$ cat config.mk
export PLATFORM = sky130hd
export DESIGN_NAME = core_done_arbiter_flat
export DESIGN_NICKNAME = d
export VERILOG_FILES = /design/src/rtl/core_done_arb_pkg.sv /design/src/rtl/core_done_arbiter_if.sv /design/src/rtl/core_rr_picker.sv /design/src/rtl/core_done_arbiter.sv /design/src/flat_wrapper.sv
export SDC_FILE = /design/constraint.sdc
export NUM_CORES = 1
export LEC_CHECK = 0
export ABC_CLOCK_PERIOD_IN_PS = 1300
export BUFFER_PORTS_ARGS = -buffer_cell sky130_fd_sc_hd__buf_2
export CORE_UTILIZATION = 41
export CTS_CLUSTER_DIAMETER = 60
export DETAILED_ROUTE_END_ITERATION = 16
export PLACE_DENSITY = 0.69
export SLEW_MARGIN = 20
export SYNTH_ARGS = -nofsm -noshare
export SYNTH_HDL_FRONTEND = slang
export SYNTH_SLANG_ARGS = --single-unit
$ cat constraint.sdc
create_clock -name clk -period 1.3 [get_ports clk]
set_clock_uncertainty 0.15 [all_clocks]
set_input_delay 0.065 -clock clk [delete_from_list [all_inputs] [get_ports clk]]
set_output_delay 0.065 -clock clk [all_outputs]
set_load 0.02 [all_outputs]
$ cat src/rtl/core_done_arb_pkg.sv
// Shared types and width helpers for the core completion arbiter.
package core_done_arb_pkg;

    typedef enum logic [1:0] {
        IDLE  = 2'd0,
        PULSE = 2'd1,
        GAP   = 2'd2
    } arb_state_t;

    // Width of a core index; never narrower than one bit.
    function automatic int core_idx_w(input int cores);
        return (cores <= 2) ? 1 : $clog2(cores);
    endfunction

    // Width of a down-counter that starts at max(pulse_len, gap_len) - 1.
    function automatic int cnt_w(input int pulse_len, input int gap_len);
        int m;
        m = (pulse_len > gap_len) ? pulse_len : gap_len;
        return (m <= 2) ? 1 : $clog2(m);
    endfunction

endpackage

$ cat src/rtl/core_done_arbiter_if.sv
// Bundle between the per-core done lines, the arbiter and the enqueue consumer.
interface core_done_arbiter_if #(
    parameter int CORES = 4
);
    import core_done_arb_pkg::*;

    localparam int ID_W = core_idx_w(CORES);

    // enqueue_valid is a level pulse, not a valid/ready handshake: the consumer
    // edge-detects it, so every high run is one event and low gaps separate events.
    logic [CORES-1:0] core_done;
    logic [ID_W-1:0]  enqueue_id;
    logic             enqueue_valid;
    logic [CORES-1:0] pending;
    logic             busy;
    logic             dup_error;
    arb_state_t       fsm_state;

    modport master (
        input  core_done,
        output enqueue_id, enqueue_valid, pending, busy, dup_error, fsm_state
    );

    modport slave (
        output core_done,
        input  enqueue_id, enqueue_valid, pending, busy, dup_error, fsm_state
    );

endinterface

$ cat src/rtl/core_rr_picker.sv
// Combinational rotating-priority picker: first set req at or after base wins.
module core_rr_picker
    import core_done_arb_pkg::*;
#(
    parameter int CORES = 4,
    parameter int ID_W  = core_idx_w(CORES)
) (
    input  logic [CORES-1:0] req,
    input  logic [ID_W-1:0]  base,
    output logic [ID_W-1:0]  grant_idx,
    output logic             grant_any
);

    logic [ID_W:0] idx;

    always_comb begin
        grant_idx = '0;
        grant_any = 1'b0;
        idx       = '0;
        for (int k = 0; k < CORES; k++) begin
            idx = {1'b0, base} + (ID_W + 1)'(k);
            if (idx >= (ID_W + 1)'(CORES)) idx = idx - (ID_W + 1)'(CORES);
            if (!grant_any && req[idx[ID_W-1:0]]) begin
                grant_any = 1'b1;
                grant_idx = idx[ID_W-1:0];
            end
        end
    end

endmodule

$ cat src/rtl/core_done_arbiter.sv
// Serializes per-core done edges into gapped single-ID enqueue pulses.
// Define CORE_DONE_ARB_RR_EN for round-robin; default is lowest-index-first.
module core_done_arbiter
    import core_done_arb_pkg::*;
#(
    parameter int CORES     = 4,
    parameter int PULSE_LEN = 1,
    parameter int GAP_LEN   = 1
) (
    input  logic clk,
    input  logic reset,
    core_done_arbiter_if.master bus
);

    localparam int ID_W  = core_idx_w(CORES);
    localparam int CNT_W = cnt_w(PULSE_LEN, GAP_LEN);

    logic [CORES-1:0] done_d;
    logic [CORES-1:0] pending_q;
    logic [CORES-1:0] rise;
    logic [CORES-1:0] grant_clr;
    logic [ID_W-1:0]  base;
    logic [ID_W-1:0]  grant_idx;
    logic             grant_any;
    logic [ID_W-1:0]  enqueue_id_q;
    logic             enqueue_valid_q;
    logic             dup_q;
    logic [CNT_W-1:0] cnt;
    arb_state_t       state;

    assign rise = bus.core_done & ~done_d;

`ifdef CORE_DONE_ARB_RR_EN
    logic [ID_W-1:0] last_grant;
    assign base = (last_grant == ID_W'(CORES - 1)) ? '0 : last_grant + 1'b1;
`else
    assign base = '0;
`endif

    core_rr_picker #(.CORES(CORES), .ID_W(ID_W)) u_picker (
        .req       (pending_q),
        .base      (base),
        .grant_idx (grant_idx),
        .grant_any (grant_any)
    );

    always_comb begin
        grant_clr = '0;
        if (state == IDLE && grant_any) grant_clr[grant_idx] = 1'b1;
    end

    // A rise on a bit being cleared this cycle re-arms it and is not a duplicate.
    always_ff @(posedge clk) begin
        if (reset) begin
            done_d          <= '1;
            pending_q       <= '0;
            dup_q           <= 1'b0;
            state           <= IDLE;
            enqueue_valid_q <= 1'b0;
            enqueue_id_q    <= '0;
            cnt             <= '0;
`ifdef CORE_DONE_ARB_RR_EN
            last_grant      <= ID_W'(CORES - 1);
`endif
        end else begin
            done_d    <= bus.core_done;
            pending_q <= (pending_q & ~grant_clr) | rise;
            if (|(rise & pending_q & ~grant_clr)) dup_q <= 1'b1;
            case (state)
                IDLE: begin
                    if (grant_any) begin
                        enqueue_id_q    <= grant_idx;
                        enqueue_valid_q <= 1'b1;
                        cnt             <= CNT_W'(PULSE_LEN - 1);
                        state           <= PULSE;
`ifdef CORE_DONE_ARB_RR_EN
                        last_grant      <= grant_idx;
`endif
                    end
                end
                PULSE: begin
                    if (cnt == '0) begin
                        enqueue_valid_q <= 1'b0;
                        cnt             <= CNT_W'(GAP_LEN - 1);
                        state           <= GAP;
                    end else begin
                        cnt <= cnt - 1'b1;
                    end
                end
                GAP: begin
                    if (cnt == '0) state <= IDLE;
                    else           cnt   <= cnt - 1'b1;
                end
                default: state <= IDLE;
            endcase
        end
    end

    assign bus.enqueue_id    = enqueue_id_q;
    assign bus.enqueue_valid = enqueue_valid_q;
    assign bus.pending       = pending_q;
    assign bus.dup_error     = dup_q;
    assign bus.busy          = (state != IDLE) || (|pending_q);
    assign bus.fsm_state     = state;

endmodule

$ cat src/flat_wrapper.sv
// flat-port wrapper written by rule: the top's interface ports become plain ports
module core_done_arbiter_flat import core_done_arb_pkg::*;
#(
    parameter int CORES     = 4,
    parameter int PULSE_LEN = 1,
    parameter int GAP_LEN   = 1
)
  (clk, reset, bus_core_done, bus_enqueue_id, bus_enqueue_valid, bus_pending, bus_busy, bus_dup_error, bus_fsm_state);
  core_done_arbiter_if #(.CORES(CORES)) bus_i ();
  input  logic clk;
  input  logic reset;
  input wire logic [$bits(bus_i.core_done)-1:0] bus_core_done;
  output wire logic [$bits(bus_i.enqueue_id)-1:0] bus_enqueue_id;
  output wire logic [$bits(bus_i.enqueue_valid)-1:0] bus_enqueue_valid;
  output wire logic [$bits(bus_i.pending)-1:0] bus_pending;
  output wire logic [$bits(bus_i.busy)-1:0] bus_busy;
  output wire logic [$bits(bus_i.dup_error)-1:0] bus_dup_error;
  output wire logic [$bits(bus_i.fsm_state)-1:0] bus_fsm_state;
  assign bus_i.core_done = bus_core_done;
  assign bus_enqueue_id = bus_i.enqueue_id;
  assign bus_enqueue_valid = bus_i.enqueue_valid;
  assign bus_pending = bus_i.pending;
  assign bus_busy = bus_i.busy;
  assign bus_dup_error = bus_i.dup_error;
  assign bus_fsm_state = bus_i.fsm_state;
  core_done_arbiter #(.CORES(CORES), .PULSE_LEN(PULSE_LEN), .GAP_LEN(GAP_LEN)) u_core (.clk(clk), .reset(reset), .bus(bus_i));
endmodule
== Word-level counts from Yosys, hierarchy flattened ==
Cells that the tools add are included.

* Register bits after elaboration: 15
* Input bits: 6
* Word-level logic and storage cells: 62

* Order comparisons: 2
* Bitwise operators: 7
* Reduce and logical (&&, ||, !) cells: 20
* Equal/unequal tests: 5
* Multiplexer cells: 20
* Add/sub/neg operators: 1

{| class="wikitable"
|+ Operators by type and width
! operator !! count
|-
| 4-bit bitwise AND || 4
|-
| 1-bit two-way mux || 10
|-
| 2-bit two-way mux || 5
|-
| 4-bit inverter || 2
|-
| 4-bit OR reduction || 2
|-
| 2-bit one-hot mux with 3 select lines || 1
|-
| 3-bit AND reduction || 2
|-
| 2-bit nonzero test || 3
|-
| 1-bit logical AND || 5
|-
| 4-bit two-way mux || 1
|-
| 2-bit inequality test, second input constant || 2
|-
| 4-bit OR || 1
|-
| 1-bit one-hot mux with 2 select lines || 2
|-
| 2-bit AND reduction || 2
|-
| 1-bit zero test || 3
|-
| 2-bit by 3-bit < comparator with 1-bit output, second input constant || 1
|-
| 1-bit demux with 2-bit select || 1
|-
| 2-bit by 1-bit equality test with 1-bit output, second input constant || 1
|-
| 2-bit equality test, second input constant || 1
|-
| 2-bit by 1-bit greater-or-equal comparator with 1-bit output, second input constant || 1
|-
| 2-bit zero test || 1
|-
| 2-bit by 1-bit inequality test with 1-bit output, second input constant || 1
|-
| 2-bit OR reduction || 1
|-
| 1-bit logical OR || 1
|-
| 1-bit subtractor, second input constant || 1
|}

== Depth between registers and ports, before layout ==
* Depth in word-level cells: 18
* Depth in mapped cells: 3
* Mapped depth without buffers: 3

== Hierarchy ==
A second synthesis with hierarchy kept.

* Cell total of the unflattened synthesis: 79
* Area total of the unflattened synthesis: 666.9 um^2

{| class="wikitable"
|+ Modules (own cells, without submodules)
! module !! area an instance (um^2) !! times used !! cells each !! sequential area each (um^2)
|-
| core_done_arbiter || 589.3 || 1 || 64 || 280.3
|-
| core_rr_picker || 77.6 || 1 || 15 || 0.0
|}

== Least setup slack after synthesis ==
No wires, ideal clock.

* Kind: register to register
* From: register u_core.state[1] (netlist: u_core.bus.fsm_state[1])
* To: register u_core.dup_q (netlist: u_core.bus.dup_error)
* Required time: 1.012 ns
* Data arrival time: 1.243 ns
* Setup slack: -0.231 ns
* Period minus slack after synthesis: 1.531 ns
* Cell stages (with the launch flop): 4
* Cells stage by stage: dfxtp_1 -> or4_4 -> o2111ai_2 -> a41oi_1

* Cells in the longest elaborated chain, start to end: 6

{| class="wikitable"
|+ RTL lines
! element !! line !! text
|-
| start: declaration || core_done_arbiter.sv:29 || <nowiki>arb_state_t state;</nowiki>
|-
| start signal: assignment || core_done_arbiter.sv:58 || <nowiki>state <= IDLE;</nowiki>
|-
| start signal: assignment || core_done_arbiter.sv:75 || <nowiki>state <= PULSE;</nowiki>
|-
| start signal: assignment || core_done_arbiter.sv:85 || <nowiki>state <= GAP;</nowiki>
|-
| 2-bit zero test || core_done_arbiter.sv:49 || <nowiki>if (state == IDLE && grant_any) grant_clr[grant_idx] = 1'b1;</nowiki>
|-
| 1-bit logical AND || core_done_arbiter.sv:49 ||
|-
| 4-bit two-way mux || core_done_arbiter.sv:49 ||
|-
| 4-bit inverter || core_done_arbiter.sv:68 || <nowiki>if (|(rise & pending_q & ~grant_clr)) dup_q <= 1'b1;</nowiki>
|-
| 4-bit bitwise AND || core_done_arbiter.sv:68 ||
|-
| 4-bit OR reduction || core_done_arbiter.sv:68 ||
|-
| end signal: assignment || core_done_arbiter.sv:57 || <nowiki>dup_q <= 1'b0;</nowiki>
|-
| end signal: assignment || core_done_arbiter.sv:68 ||
|-
| end: declaration || core_done_arbiter.sv:27 || <nowiki>logic dup_q;</nowiki>
|}

No other way between the ends.
A chain may end at the register's enable or synchronous reset.

== Worst setup path in the final report ==
* From: register u_core.pending_q[1] (netlist: u_core.bus.pending[1])
* To: output port bus_busy

* Cells in the longest elaborated chain, start to end: 2

{| class="wikitable"
|+ RTL lines
! element !! line !! text
|-
| start: declaration || core_done_arbiter.sv:19 || <nowiki>logic [CORES-1:0] pending_q;</nowiki>
|-
| start signal: assignment || core_done_arbiter.sv:67 || <nowiki>pending_q <= (pending_q & ~grant_clr) | rise;</nowiki>
|-
| 4-bit OR reduction || core_done_arbiter.sv:103 || <nowiki>assign bus.busy = (state != IDLE) || (|pending_q);</nowiki>
|-
| 1-bit logical OR || core_done_arbiter.sv:103 ||
|-
| end: declaration || flat_wrapper.sv:16 || <nowiki>output wire logic [$bits(bus_i.busy)-1:0] bus_busy;</nowiki>
|}

No other way between the ends.

==> summary by stage <==
Yosys
The register bit count reported by yosys is 14. The compound-gate portion of the synthesized area is 0.185. The proportion of synthesized chip area in sequential cells is 0.519. The synthesized-area fraction occupied by and/or/nand/nor cells is 0.262. After synthesis, the share of cell area in mux cells is 0.

The number of warnings reported in the yosys synthesis log is 0. The dominant combinational cell family by area after synthesis is simple AND/OR/NAND/NOR gates. Dividing the synthesized area by the synthesized cell count gives 9.16 µm². In this run, distinct cell masters in the synthesized netlist total 21. Of the total synthesized cell area, the portion taken by full adders, half adders and majority gates is 0.

The number of nets in the synthesized netlist is 65. Of the total synthesized cell area, the portion taken by XOR and XNOR cells is 0. The synthesized netlist occupies a cell area of 541 µm². The gate count of the mapped netlist is 59.

Clock tree
The tree is rooted in a sky130_fd_sc_hd__clkbuf_4. The TritonCTS sink count is 14. Clock tree synthesis inserted a total of 3 buffers. For the worst-skew pair, the clock arrives at the later sink with an insertion delay of 0.27 ns. The clock passes through at most 2 buffers. The level count of the clock H-tree is 1. The clock edge transition at the registers on the reported setup and hold paths is 0.08 ns. The clock tree from TritonCTS is yes.

Final layout
The number of nets in the layout is 102. The area of the multi-input gates is 279 µm². Compared with the post-synthesis result, the final layout area differs by 61.6%. The diode insertion count for antenna repair is 0.

The post-route cell area is 873 µm². The filler cells instantiated in the layout total 82. In the final layout, the share of cells above drive strength 1 is 0.568. In the final layout, flip-flops and latches occupy 295 µm².

Timing
For the pin with the worst max-slew slack, the measured transition is 0.237 ns. The headroom to the max-slew limit is 0.842. The worst-case hold slack is 0.350 ns.

The maximum frequency from static timing analysis is 0.581 GHz. Setup repair after global routing could not meet its margin everywhere. The final count of pins violating max slew is 0.

The count of endpoints failing hold in the final timing report was 0. The count of final setup violators is 7. The shortest period the worst path allows is 1.72 ns.

The final worst slack is -0.420 ns. The period utilization is 1.32.

Worst setup path
At the worst endpoint, the required time is 1.09 ns. The cell at the slowest stage of the critical path is sky130_fd_sc_hd__or4_4. The maximum fanout along the worst path is 2. The startpoint-to-endpoint class of the critical path is reg -> out. The category of the worst setup path launch point is a flop. STA puts the critical path data arrival time at 1.50 ns. The capturing element type of the critical path is an output port. Traced cell by cell, the critical path runs through or4_4 > or2_1 > buf_6. The largest stage delay on the critical path is 0.52 ns.

Place
The port buffer count is 16. Routability-driven placement finished with a final weighted congestion of 0.744. In this run the cell area measured after placement is 727 µm². The post-place setup slack is -0.169 ns. Once detailed placement completed, the half-perimeter wirelength came to 807 µm.

Floorplanning
The die covers 1470 µm². The vertical die dimension is 38.3 µm. During I/O placement, the number of pins put on the boundary was 17. The initial core utilization is 0.462.

The total area inside the core boundary comes to 1170 µm². The die is 38.3 µm wide. The floorplan has 12 rows.

Drt
The count of unresolved DRC violations after routing is 0. The number of search-and-repair iterations in the first detailed-routing pass is 2. Using the TritonRoute via totals, the vias-per-cell ratio works out to 4.86.

The DRC violation total after the first TritonRoute iteration is 7. The wire length per cell is 11.4 µm. The number of nets with antenna violations after routing is 0. Wires add up to 1.24 mm. The via total after detailed routing is 530.

Hold path
The class of the most critical hold timing path is reg -> reg.

Global route
The number of antenna violations at the first check in global routing came to 0. The final global-route overflow total is 0. In the global route stage, overall resource usage came out at 0.204. Entering global routing, the biggest net connects 15 pins. The via count of the first global-routing pass is 448.

The first global-routing pass estimated 1.98 mm of wire.

Power and ir drop
The largest vdd supply drop is 0.700 mV. The total power divided by cell area is 1130 nW/µm². The analysis attributes to cell leakage a power of 0.000405 µW.

Job
Across the run, the number of max-cap violations was 0.

Outcome
The checks that failed: negative setup slack. The flow ran to the end, but the final reports show violations.
final timing paths:
path	start	end	slack [ns]	cells past startpoint
worst max-delay path	u_core.bus.pending[1]	bus_busy	-0.42	3
worst min-delay path	u_core.bus.enqueue_id[0]	u_core.bus.enqueue_id[0]	0.35	2
worst max register to register	u_core.bus.pending[1]	u_core.bus.dup_error	-0.27	4
worst min register to register	u_core.bus.enqueue_id[0]	u_core.bus.enqueue_id[0]	0.35	2
cells in the final DEF (no fill, tap or decap):
cell type and instances:
sky130_fd_sc_hd__nor2_1 2, sky130_fd_sc_hd__or2_2 5, sky130_fd_sc_hd__dfxtp_4 3, sky130_fd_sc_hd__nand4b_1 1
sky130_fd_sc_hd__or3_1 1, sky130_fd_sc_hd__o21ai_1 1, sky130_fd_sc_hd__buf_2 15, sky130_fd_sc_hd__a21o_1 1
sky130_fd_sc_hd__dfxtp_1 8, sky130_fd_sc_hd__clkbuf_4 3, sky130_fd_sc_hd__nand2_1 3, sky130_fd_sc_hd__nor2_2 1
sky130_fd_sc_hd__dfxtp_2 3, sky130_fd_sc_hd__buf_6 2, sky130_fd_sc_hd__nand2b_1 1, sky130_fd_sc_hd__o21ai_0 1
sky130_fd_sc_hd__nor3_1 2, sky130_fd_sc_hd__buf_4 11, sky130_fd_sc_hd__a211oi_1 2, sky130_fd_sc_hd__or2_4 1
sky130_fd_sc_hd__or4_4 2, sky130_fd_sc_hd__a41oi_1 2, sky130_fd_sc_hd__nand2_2 1, sky130_fd_sc_hd__nor2b_1 1
sky130_fd_sc_hd__nor3b_1 1, sky130_fd_sc_hd__clkbuf_8 1, sky130_fd_sc_hd__a21oi_1 4, sky130_fd_sc_hd__inv_1 4
sky130_fd_sc_hd__nor2_4 2, sky130_fd_sc_hd__o2111ai_2 1, sky130_fd_sc_hd__dlygate4sd3_1 5, sky130_fd_sc_hd__or2_1 1
sky130_fd_sc_hd__a21oi_2 3
power breakdown:
part           total, µW  switching (µW)  internal [µW]
sequential           464            12.9            451
combinational        219             109            110
clock                308             138            170
Yosys cell counts:
library cell	instances	area, µm²
sky130_fd_sc_hd__nor3b_1	1	7.51
sky130_fd_sc_hd__a21o_1	1	7.51
sky130_fd_sc_hd__or2_1	1	6.26
sky130_fd_sc_hd__a21oi_1	7	35.0
sky130_fd_sc_hd__o2111ai_2	1	15.0
sky130_fd_sc_hd__or3_1	1	6.26
sky130_fd_sc_hd__or2_2	6	37.5
sky130_fd_sc_hd__o21ai_0	2	10.0
sky130_fd_sc_hd__inv_1	4	15.0
sky130_fd_sc_hd__or4_4	1	11.3
sky130_fd_sc_hd__nand2b_1	1	6.26
sky130_fd_sc_hd__clkbuf_1	1	3.75
sky130_fd_sc_hd__a41oi_1	2	17.5
sky130_fd_sc_hd__nor2_1	5	18.8
sky130_fd_sc_hd__a211oi_1	2	15.0
sky130_fd_sc_hd__or4_1	1	7.51
sky130_fd_sc_hd__nor2b_1	1	6.26
sky130_fd_sc_hd__nand4b_1	1	8.76
sky130_fd_sc_hd__dfxtp_1	14	280
sky130_fd_sc_hd__nand2_1	4	15.0
sky130_fd_sc_hd__nor3_1	2	10.0
sequential cells by signal (all words and copies together), names as in the netlist:
name                      count
u_core.bus.enqueue_valid      1
u_core.done_d                 4
u_core.bus.enqueue_id         2
u_core.bus.fsm_state          2
u_core.bus.pending            4
u_core.bus.dup_error          1
metal layers:
layer,global-route usage,part of all wire,vias up
met2,0.331,0.49,12
met4,0.0536,0.0064,0
met1,0.265,0.48,234
met3,0.0523,0.028,2
li1,-,-,282
met5,0,0,-
area by class of cell:
cell class	count	area share
timing repair buffer	33	0.264
sequential	14	0.338
clock buffer	4	0.0415
multi-input combinational	40	0.319
inverter	4	0.0172
tap	14	0.0201
per-stage QoR:
step                instances   util  setup TNS [ns]  power [µW]
floorplan                  59      -          -0.629         582
global placement           97  0.621          -0.569         642
detailed placement         97  0.621          -0.624         644
CTS                       108  0.717           -1.50         983
global route              109  0.746           -1.74        1050
finish                    109  0.746           -1.45         991
logic make-up after synthesis:
family	count (synthesis)
flops	14
simple gates	25
compound gates	15
buf+inv	5
worst max-delay path: cells and delay by family, from the launching register on:
family	cells	cell delay (ns)
DFF	1	0.35
and+or+nand+nor	2	0.75
buffers and inverters	1	0.13
what timing repair did:
| item | 4_1_cts | 5_1_grt |
|---|---|---|
| pin swaps | 4 | 3 |
| hold endpoints to repair | 14 | 0 |
| setup buffers | 2 | 1 |
| resized for setup | 5 | 8 |
| endpoints found under the setup margin | 7 | 9 |
| hold buffers | 5 | 0 |
No activity file was read; power rests on OpenSTA's default activity.
